**src/rtl/uart_msg_seq_pkg.sv**
```systemverilog
// -----------------------------------------------------------------------------
// uart_msg_seq_pkg
// Shared types and constants for the UART message sequencer.
//   state_t          : transmitter frame state encoding
//   DEFAULT_CLK_DIV  : clocks per bit for a 10 MHz clock at 115200 baud
//   cnt_w()          : counter width helper that never returns 0
// Optional feature macro: UART_MSG_SEQ_PARITY_EN (used by the transmitter).
// -----------------------------------------------------------------------------
package uart_msg_seq_pkg;

    localparam int DEFAULT_CLK_DIV = 87;

    typedef enum logic [2:0] {
        S_IDLE,
        S_LOAD,
        S_START,
        S_DATA,
        S_PARITY,
        S_STOP
    } state_t;

    // Width of a counter that must hold 0..n-1; at least one bit.
    function automatic int cnt_w(input int n);
        return (n > 1) ? $clog2(n) : 1;
    endfunction

endpackage

```
**src/rtl/uart_msg_seq_tx.sv**
```systemverilog
// -----------------------------------------------------------------------------
// uart_msg_seq_tx
// Frame transmitter: start bit, DATA_W data bits LSB first, optional even
// parity bit, stop bit; each bit lasts CLK_DIV clocks.
// Ports:
//   clk, rst       : clock, asynchronous active-high reset
//   i_load         : accept i_data and begin a frame (honoured when o_ready)
//   i_data         : word to send
//   o_ready        : transmitter idle, can accept i_load
//   o_frame_done   : one-cycle pulse in the last cycle of the stop bit
//   o_txd          : registered UART line, idle high
// Macro UART_MSG_SEQ_PARITY_EN inserts the parity bit between data and stop.
// -----------------------------------------------------------------------------
module uart_msg_seq_tx
    import uart_msg_seq_pkg::*;
#(
    parameter int CLK_DIV = DEFAULT_CLK_DIV,
    parameter int DATA_W  = 8
) (
    input  logic              clk,
    input  logic              rst,
    input  logic              i_load,
    input  logic [DATA_W-1:0] i_data,
    output logic              o_ready,
    output logic              o_frame_done,
    output logic              o_txd
);

    localparam int BAUD_W = cnt_w(CLK_DIV);
    localparam int BIT_W  = cnt_w(DATA_W + 1);

    state_t            r_state, w_state_next;
    logic [BAUD_W-1:0] r_baud, w_baud_next;
    logic [BIT_W-1:0]  r_bit, w_bit_next;
    logic [DATA_W-1:0] r_shift, w_shift_next;
    logic              r_txd, w_txd_next;
    logic              w_baud_last;
`ifdef UART_MSG_SEQ_PARITY_EN
    logic              r_par, w_par_next;
`endif

    assign w_baud_last  = (r_baud == BAUD_W'(CLK_DIV - 1));
    assign o_ready      = (r_state == S_IDLE);
    assign o_txd        = r_txd;

    // NOTE: every signal gets a default before the case so no path leaves it
    // unassigned; otherwise synthesis infers a latch.
    always_comb begin
        w_state_next = r_state;
        w_shift_next = r_shift;
        w_bit_next   = r_bit;
        w_baud_next  = w_baud_last ? '0 : r_baud + BAUD_W'(1);
        o_frame_done = 1'b0;
`ifdef UART_MSG_SEQ_PARITY_EN
        w_par_next   = r_par;
`endif
        case (r_state)
            S_IDLE: begin
                w_baud_next = '0;
                if (i_load) begin
                    w_state_next = S_START;
                    w_shift_next = i_data;
                    w_bit_next   = '0;
`ifdef UART_MSG_SEQ_PARITY_EN
                    w_par_next   = ^i_data;
`endif
                end
            end
            S_START: begin
                if (w_baud_last) w_state_next = S_DATA;
            end
            S_DATA: begin
                if (w_baud_last) begin
                    w_shift_next = r_shift >> 1;
                    if (r_bit == BIT_W'(DATA_W - 1)) begin
                        w_bit_next   = '0;
`ifdef UART_MSG_SEQ_PARITY_EN
                        w_state_next = S_PARITY;
`else
                        w_state_next = S_STOP;
`endif
                    end else begin
                        w_bit_next = r_bit + BIT_W'(1);
                    end
                end
            end
`ifdef UART_MSG_SEQ_PARITY_EN
            S_PARITY: begin
                if (w_baud_last) w_state_next = S_STOP;
            end
`endif
            S_STOP: begin
                if (w_baud_last) begin
                    o_frame_done = 1'b1;
                    w_state_next = S_IDLE;
                end
            end
            default: w_state_next = S_IDLE;
        endcase

        // Line level is decoded from the next state so txd comes straight
        // from a flop and cannot glitch.
        w_txd_next = 1'b1;
        case (w_state_next)
            S_START:  w_txd_next = 1'b0;
            S_DATA:   w_txd_next = w_shift_next[0];
`ifdef UART_MSG_SEQ_PARITY_EN
            S_PARITY: w_txd_next = w_par_next;
`endif
            default:  w_txd_next = 1'b1;
        endcase
    end

    // NOTE: sequential state uses non-blocking assignments so every flop
    // samples pre-edge values regardless of statement order.
    always_ff @(posedge clk or posedge rst) begin
        if (rst) begin
            r_state <= S_IDLE;
            r_baud  <= '0;
            r_bit   <= '0;
            r_shift <= '0;
            r_txd   <= 1'b1;
`ifdef UART_MSG_SEQ_PARITY_EN
            r_par   <= 1'b0;
`endif
        end else begin
            r_state <= w_state_next;
            r_baud  <= w_baud_next;
            r_bit   <= w_bit_next;
            r_shift <= w_shift_next;
            r_txd   <= w_txd_next;
`ifdef UART_MSG_SEQ_PARITY_EN
            r_par   <= w_par_next;
`endif
        end
    end

endmodule

```
**src/rtl/uart_msg_seq.sv**
```systemverilog
// -----------------------------------------------------------------------------
// uart_msg_seq
// Periodic UART message sequencer: message RAM, period tick, trigger logic and
// word index, feeding uart_msg_seq_tx.
// Ports:
//   clk, rst          : clock, asynchronous active-high reset
//   wr_en/addr/data   : synchronous message RAM write, allowed at any time
//   msg_len           : words per message, clamped to DEPTH, sampled at trigger
//   start             : trigger, level-sampled while idle
//   auto_en           : lets the PERIOD tick trigger a message
//   txd               : UART line, idle high
//   busy              : message in progress
//   byte_done         : pulse in the last cycle of every frame
//   msg_done          : pulse in the last cycle of the final frame
//   cur_idx           : index of the word being sent
// Macro UART_MSG_SEQ_PARITY_EN adds an even parity bit to every frame.
// -----------------------------------------------------------------------------
module uart_msg_seq
    import uart_msg_seq_pkg::*;
#(
    parameter  int CLK_DIV = DEFAULT_CLK_DIV,
    parameter  int DATA_W  = 8,
    parameter  int DEPTH   = 16,
    parameter  int PERIOD  = 10000000,
    localparam int ADDR_W  = $clog2(DEPTH)
) (
    input  logic              clk,
    input  logic              rst,
    input  logic              wr_en,
    input  logic [ADDR_W-1:0] wr_addr,
    input  logic [DATA_W-1:0] wr_data,
    input  logic [ADDR_W:0]   msg_len,
    input  logic              start,
    input  logic              auto_en,
    output logic              txd,
    output logic              busy,
    output logic              byte_done,
    output logic              msg_done,
    output logic [ADDR_W-1:0] cur_idx
);

    localparam int LEN_W = ADDR_W + 1;
    localparam int PER_W = cnt_w(PERIOD);

    logic [DATA_W-1:0] r_ram [DEPTH];
    logic [PER_W-1:0]  r_period_cnt;
    logic              r_busy;
    logic              r_load;
    logic [ADDR_W-1:0] r_idx;
    logic [ADDR_W-1:0] r_last_idx;

    logic              w_per_wrap;
    logic              w_tick;
    logic              w_trig;
    logic [LEN_W-1:0]  w_len;
    logic [DATA_W-1:0] w_rdata;
    logic              w_load;
    logic              w_tx_ready;
    logic              w_frame_done;
    logic              w_last_word;

    // NOTE: the message RAM has no reset; software writes it before use, and
    // leaving it unreset lets it map onto plain memory.
    always_ff @(posedge clk) begin
        if (wr_en) r_ram[wr_addr] <= wr_data;
    end

    // Asynchronous read so a write landing before the LOAD cycle is the word
    // that gets sent.
    assign w_rdata = r_ram[r_idx];

    // Free-running period counter; PERIOD == 0 masks the tick entirely.
    assign w_per_wrap = (r_period_cnt == PER_W'(PERIOD - 1));
    assign w_tick     = (PERIOD != 0) && w_per_wrap;

    always_ff @(posedge clk or posedge rst) begin
        if (rst)             r_period_cnt <= '0;
        else if (w_per_wrap) r_period_cnt <= '0;
        else                 r_period_cnt <= r_period_cnt + PER_W'(1);
    end

    assign w_trig      = ~r_busy & (start | (w_tick & auto_en));
    assign w_len       = (msg_len > LEN_W'(DEPTH)) ? LEN_W'(DEPTH) : msg_len;
    assign w_last_word = (r_idx == r_last_idx);
    assign w_load      = r_load & w_tx_ready;

    always_ff @(posedge clk or posedge rst) begin
        if (rst) begin
            r_busy     <= 1'b0;
            r_load     <= 1'b0;
            r_idx      <= '0;
            r_last_idx <= '0;
        end else begin
            // Load request holds until the transmitter takes it.
            r_load <= r_load & ~w_tx_ready;
            if (!r_busy) begin
                if (w_trig && (w_len != '0)) begin
                    r_busy     <= 1'b1;
                    r_load     <= 1'b1;
                    r_idx      <= '0;
                    r_last_idx <= ADDR_W'(w_len - LEN_W'(1));
                end
            end else if (w_frame_done) begin
                if (w_last_word) begin
                    r_busy <= 1'b0;
                    r_idx  <= '0;
                end else begin
                    r_idx  <= r_idx + ADDR_W'(1);
                    r_load <= 1'b1;
                end
            end
        end
    end

    uart_msg_seq_tx #(
        .CLK_DIV (CLK_DIV),
        .DATA_W  (DATA_W)
    ) u_tx (
        .clk          (clk),
        .rst          (rst),
        .i_load       (w_load),
        .i_data       (w_rdata),
        .o_ready      (w_tx_ready),
        .o_frame_done (w_frame_done),
        .o_txd        (txd)
    );

    assign busy      = r_busy;
    assign cur_idx   = r_idx;
    assign byte_done = w_frame_done;
    assign msg_done  = w_frame_done & w_last_word & r_busy;

endmodule

```
**config.mk**
```make
export PLATFORM = sky130hd
export DESIGN_NAME = uart_msg_seq
export DESIGN_NICKNAME = d
export VERILOG_FILES = /design/src/rtl/uart_msg_seq_pkg.sv /design/src/rtl/uart_msg_seq_tx.sv /design/src/rtl/uart_msg_seq.sv
export SDC_FILE = /design/constraint.sdc
export NUM_CORES = 1
export LEC_CHECK = 0
export BUFFER_PORTS_ARGS = -buffer_cell sky130_fd_sc_hd__buf_4
export CAP_MARGIN = 20
export CORE_MARGIN = 5
export CORE_UTILIZATION = 60
export DETAILED_ROUTE_END_ITERATION = 6
export PLACE_DENSITY = 0.83
export SYNTH_ARGS = -nofsm -noshare
export SYNTH_HDL_FRONTEND = slang
export SYNTH_HIERARCHICAL = 1
export SYNTH_SLANG_ARGS = --single-unit
```
**constraint.sdc**
```tcl
create_clock -name clk -period 7 [get_ports clk]
set_input_delay 1.05 -clock clk [delete_from_list [all_inputs] [get_ports clk]]
set_output_delay 1.05 -clock clk [all_outputs]
set_load 0.01 [all_outputs]
```
==> qor.yml, run 1 <==
status: "completed"
path_clk_slew_ns: 0.06
postCtsHoldBufs: 0
final_max_slew_viol_count: 0
maxCapViolations: 0
row_count: 41
drive_above_1_share_pct: 17.6
hold_viol: 0
dp_hpwl_um: 9910
p_int_w: 0.00167
antenna_cells: 0
finClkSkew_ns: 0.00686
grt-ovfl-total: 0
synth_xor_area_share_pct: 3.59
yosys_warnings: 6
ys_seq_area_share_pct: 67.6
leakagePower_nw: 3.15
die_w_um: 124
final.fill_count: 829
required_ns: 5.95
drc: 0
ys_ff_latch: 185
root_buffer: "clkbuf_16"
end_kind: "output port"
hold_class: "reg -> reg"
final_cell_mix: "128 x edfxtp_1, 55 x dfrtp_1, 39 x nor2_1, 34 x buf_4, 27 x mux2i_1"
area_growth_syn_to_layout_pct: 11.8
post_cts_resized: 0
grtUsageTotal_pct: 21.7
avgViaCountPerCell: 6.09
clock_path_buffers: 2
postCtsSetupRepairBufs: 0
synthMuxAreaShare_pct: 9.77
wl_per_cell_um: 20.5
firstDrtPassIters: 5
totalWireLength_um: 15200
syn_nets: 549
antenna_found_initial: 0
syn_area_um2: 7800
initial_utilization_pct: 61.6
fmax_mhz: 313
place_inst: 708
clockPowerShare_pct: 40.5
fin_crit_sh_pct: 45.6
peakVddDrop_mv: 0.242
synth_cells: 521
clkSinkCount: 185
port_buffers: 29
syn_area_per_cell_um2: 15.0
fp.coreArea_um2: 12700
power.density_nw_per_um2: 243
layout_commonest_cell: "edfxtp_1"
synth_compound_area_share_pct: 6.21
cp-start-kind: "flop"
synthSimpleGateAreaFrac_pct: 10.4
worstHoldPathCells: 1
power.share.sequential_pct: 56.6
synth_top_family_by_area: "simple AND/OR/NAND/NOR gates"
die_area_um2: 15400
synth_ff_type: "edfxtp_1"
grt_pass1_wl_um: 24500
finalSetupViolCount: 0
worst_pin_slew_ns: 1.06
tns_ns: 0
rr_worst_depth: 6
yosysUniqueCellTypes: 56
ctsHtreeMaxLevel: 4
worst-setup-path-type: "reg -> out"
drt_iter0_drc: 516
cts_tree: "yes"
layoutNonFillerInstCount: 741
synthAdderAreaFrac_pct: 0.962
io_pins: 30
switching_power_w: 0.000451
numCtsBuffers: 17
fin_crit_ns: 3.20
synth_edf_count: 128
nets: 585
rsz0062_at_grt: "false"
slew-limit-headroom_pct: 29.5
async_flop_share_pct: 30.8
comb_power_share_pct: 2.9
die_y_um: 124
grt_max_degree: 50
num_vias: 4515
drtAntennaViolNets: 0
first_global_vias: 4537
switching_share_pct: 21.2
worstPathMaxFanout: 7
gp_congestion: 0.866
arrival_ns: 2.15
finish.utilization_pct: 68.8
clk_latency_ns: 0.43
==> layout make-up <==
type                            count  area, um^2  share of cell area (%)
Clock buffer                       18         429                    4.92
Clock inverter                     13        95.1                    1.09
Inverter                            8        30.0                   0.344
Multi-Input combinational cell    309        2410                    27.6
Sequential cell                   185        5270                    60.4
Tap cell                          172         215                    2.47
Timing Repair Buffer               36         270                    3.10
==> layer usage <==
metal,vias up,global-route usage (%),part of all wire (%)
li1,2053,-,-
met1,2234,29.8,42
met2,200,33.9,49
met3,28,5.13,6.5
met4,0,8.56,2.2
met5,-,0,0
==> flip-flops by register name (all words and copies together), names as in the netlist <==
name	flops
busy	1
cur_idx	4
r_last_idx	4
r_load	1
r_period_cnt	24
r_ram	128
u_tx/o_txd	1
u_tx/r_baud	7
u_tx/r_bit	4
u_tx/r_shift	8
u_tx/r_state	3
==> logic make-up after synthesis <==
logic type,after synthesis
buf+inv,27
compound gates,69
flops,185
xor+xnor,32
mux,54
fa+ha+maj,6
simple gates,148
==> synthesized netlist by cell type (9+ instances only) <==
| cell | n | area share, % |
|---|---|---|
| a21oi_1 | 11 | 0.71 |
| and2_1 | 12 | 0.96 |
| clkbuf_1 | 11 | 0.53 |
| dfrtp_1 | 56 | 18 |
| edfxtp_1 | 128 | 49 |
| mux2_2 | 9 | 1.3 |
| mux2i_1 | 27 | 3.5 |
| mux4_2 | 16 | 4.6 |
| nand2_1 | 24 | 1.2 |
| nand2b_1 | 10 | 0.80 |
| nand3_1 | 17 | 1.1 |
| nor2_1 | 39 | 1.9 |
| o21ai_0 | 21 | 1.3 |
| xnor2_1 | 16 | 1.8 |
| xor2_1 | 16 | 1.8 |
==> worst max-delay path: stages, from the launching register on <==
cell and delay [ns]:
dfrtp_1 0.42, inv_1 0.07, ha_1 0.15, and4b_1 0.28, nand2_1 0.11, nor2_1 0.20, nand2_1 0.20, nor2_1 0.14
buf_4 0.13
==> path summary, 6_finish.rpt <==
path,from,endpoint,slack [ns]
min in group asynchronous,rst,r_load,0.72
min reg2reg,r_period_cnt[23],r_period_cnt[23],0.48
max,u_tx/r_baud[0],msg_done,3.80
max in group asynchronous,rst,u_tx/r_shift[0],5.63
max reg2reg,cur_idx[2],u_tx/r_shift[1],4.31
min,r_period_cnt[23],r_period_cnt[23],0.48
==> power groups by stage <==
| stage | logic (W) | registers [W] | clock network [W] |
|---|---|---|---|
| finish | 0.0000614 | 0.00120 | 0.000859 |
| global placement | 0.0000577 | 0.00122 | 0 |
| global route | 0.0000677 | 0.00120 | 0.000921 |
| detailed placement | 0.0000611 | 0.00122 | 0 |
| floorplan | 0.0000287 | 0.00122 | 0 |
| CTS | 0.0000617 | 0.00120 | 0.000870 |
==> through the flow <==
step	hold slack, ns	power [W]	worst slack [ns]	instance area (um^2)
2_1_floorplan	0.438	0.00125	4.41	7800
3_3_place_gp	0.453	0.00128	4.20	8180
3_5_place_dp	0.461	0.00129	4.07	8180
4_1_cts	0.487	0.00213	3.78	8710
5_1_grt	0.502	0.00219	3.57	8720
6_report	0.481	0.00212	3.80	8720
Power figures use the tool's default switching activity.
==> inputs of run 2 (changes only) <==
- CORE_UTILIZATION: 60 -> 55
- PLACE_DENSITY: 0.83 -> 0.8
- clock period: 7 -> 2.7 ns (I/O delays scaled with it)
==> run 2 against run 1 <==
Sequential power grew to 2.6 times the previous value; clock-buffer cell count is 1 lower; via count is 0.20% higher; largest cell class unchanged; clock power grew to 2.9 times the previous value; register-to-register slack worse by 4.1 ns; non-clock buffer count is 10 higher; largest power group unchanged; sequential share of layout area is 1.2 points lower; wire length is 2.4% higher; cell count is 2.6% higher; clock skew is 0.0054 ns higher; flip-flop and latch count stayed put; hold slack worse by 0.41 ns.
==> qor.yml, run 2 (synthesized netlist as in run 1, its figures left out) <==
final.fill_count: 952
drc: 0
rsz0062_at_grt: "false"
reg2reg_slack_ns: 0.23
port_buffers: 29
clkSinkCount: 185
totalWireLength_um: 15500
fin_ws_ns: 0.213
cts_tree: "yes"
grt-ovfl-total: 0
largest_reg_flops: 128
clk_latency_ns: 0.44
top_regs: "r_ram x128, r_period_cnt x24, u_tx/r_shift x8"
hold_viol: 0
first_global_vias: 4663
drtAntennaViolNets: 0
status: "completed"
dp_hpwl_um: 10100
clockPowerShare_pct: 42.9
wl_met2_um: 7750
worst_pin_slew_ns: 0.882
hold_class: "in -> async"
power.density_nw_per_um2: 644
grt_pass1_wl_um: 25000
final_max_slew_viol_count: 0
met3WireLength_um: 982
rr_worst_depth: 5
cp-start-kind: "flop"
r2r_start: "r_period_cnt[17]"
switching_share_pct: 22.1
p_int_w: 0.00446
fin_crit_sh_pct: 92.1
fin_crit_ns: 2.49
wl_per_cell_um: 20.4
highest_layer: "met4"
avgViaCountPerCell: 5.95
layout_commonest_cell: "edfxtp_1"
met1_length_um: 6410
required_ns: 2.30
finalSetupViolCount: 0
end_kind: "output port"
ctsHtreeMaxLevel: 4
fp.coreArea_um2: 13900
final_cell_mix: "128 x edfxtp_1, 55 x dfrtp_1, 44 x buf_4, 38 x nor2_1, 27 x mux2i_1"
antenna_found_initial: 0
leakagePower_nw: 3.24
row_count: 43
io_pins: 30
worstSetupStartpoint: "u_tx/r_baud[0]"
design_area_um2: 8900
slew-limit-headroom_pct: 41.1
tns_ns: 0
pre_cts_ws_ns: 0.253
initial_utilization_pct: 56.2
fmax_mhz: 402
grt_max_degree: 35
die_w_um: 129
power.share.sequential_pct: 54.3
worstPathMaxFanout: 7
numCtsBuffers: 17
regMostFlops: "r_ram"
drive_above_1_share_pct: 20.2
gp_congestion: 0.811
endpoint: "msg_done"
maxCapViolations: 0
drt_iter0_drc: 543
firstDrtPassIters: 5
antenna_cells: 0
switching_power_w: 0.00127
nets: 595
clock_path_buffers: 2
area_growth_syn_to_layout_pct: 14.1
reg2reg_to: "r_last_idx[2]"
num_vias: 4524
worst-setup-path-type: "reg -> out"
comb_power_share_pct: 2.8
die_area_um2: 16700
arrival_ns: 2.08
place_area_um2: 8310
root_buffer: "clkbuf_16"
grtUsageTotal_pct: 20.1
peakVddDrop_mv: 0.673
path_clk_slew_ns: 0.07
finClkSkew_ns: 0.0123
die_y_um: 129
[run 2: worst min path at each step]
stage,startpoint,to,slack [ns],cells past startpoint
floorplan,rst,u_tx/r_baud[0],0.41,1
global placement,u_tx/r_bit[3],u_tx/r_bit[3],0.45,1
detailed placement,r_period_cnt[23],r_period_cnt[23],0.47,1
CTS,rst,r_period_cnt[23],0.08,3
global route,rst,r_last_idx[2],0.10,3
finish,rst,r_last_idx[2],0.07,3
[run 2: worst max-delay path, cell delays in order (launching register included)]
cell     delay, ns
dfrtp_1       0.43
inv_1         0.08
ha_1          0.14
and4b_2       0.29
nand2_1       0.12
nor2_2        0.18
nand2_2       0.13
nor2_1        0.15
buf_4         0.14
[run 2: through the flow]
stage / power [W] / utilization [%] / std cells / hold slack, ns
after global placement: 0.00332 / 59.9 / 728 / 0.450
after global routing: 0.00590 / 64.1 / 760 / 0.105
after CTS: 0.00575 / 64.1 / 760 / 0.0787
after floorplan: 0.00324 / - / 521 / 0.406
final: 0.00573 / 64.1 / 760 / 0.0706
after detailed placement: 0.00333 / 59.9 / 728 / 0.472
[run 2: repair_timing]
item | CTS | global route
gates resized for setup | 0 | 3
hold buffers | 0 | 0
setup endpoints to repair | 0 | 1
endpoints found under the hold margin | 0 | 0
setup buffers | 0 | 0
[run 2: final cells by class]
cell class	instances	area [um^2]	area share, %
clock buffer	17	425	4.78
clock inverter	15	159	1.79
inverter	8	30.0	0.337
multi-input combinational	309	2420	27.2
sequential	185	5270	59.2
tap	180	225	2.53
timing repair buffer	46	370	4.16
[run 2: power by group through the flow]
| stage | Sequential, W | Combinational (W) | Clock [W] |
|---|---|---|---|
| after detailed placement | 0.00317 | 0.000161 | 0 |
| after CTS | 0.00311 | 0.000161 | 0.00248 |
| after global placement | 0.00317 | 0.000151 | 0 |
| after global routing | 0.00312 | 0.000177 | 0.00261 |
| final | 0.00311 | 0.000159 | 0.00246 |
| after floorplan | 0.00317 | 0.0000745 | 0 |
[run 2: routing by layer]
layer / vias to the layer above / global-route usage (%)
li1: 2072 / -
met1: 2274 / 25.9
met2: 145 / 32.7
met3: 33 / 5.19
met4: 0 / 8.28
met5: - / 0
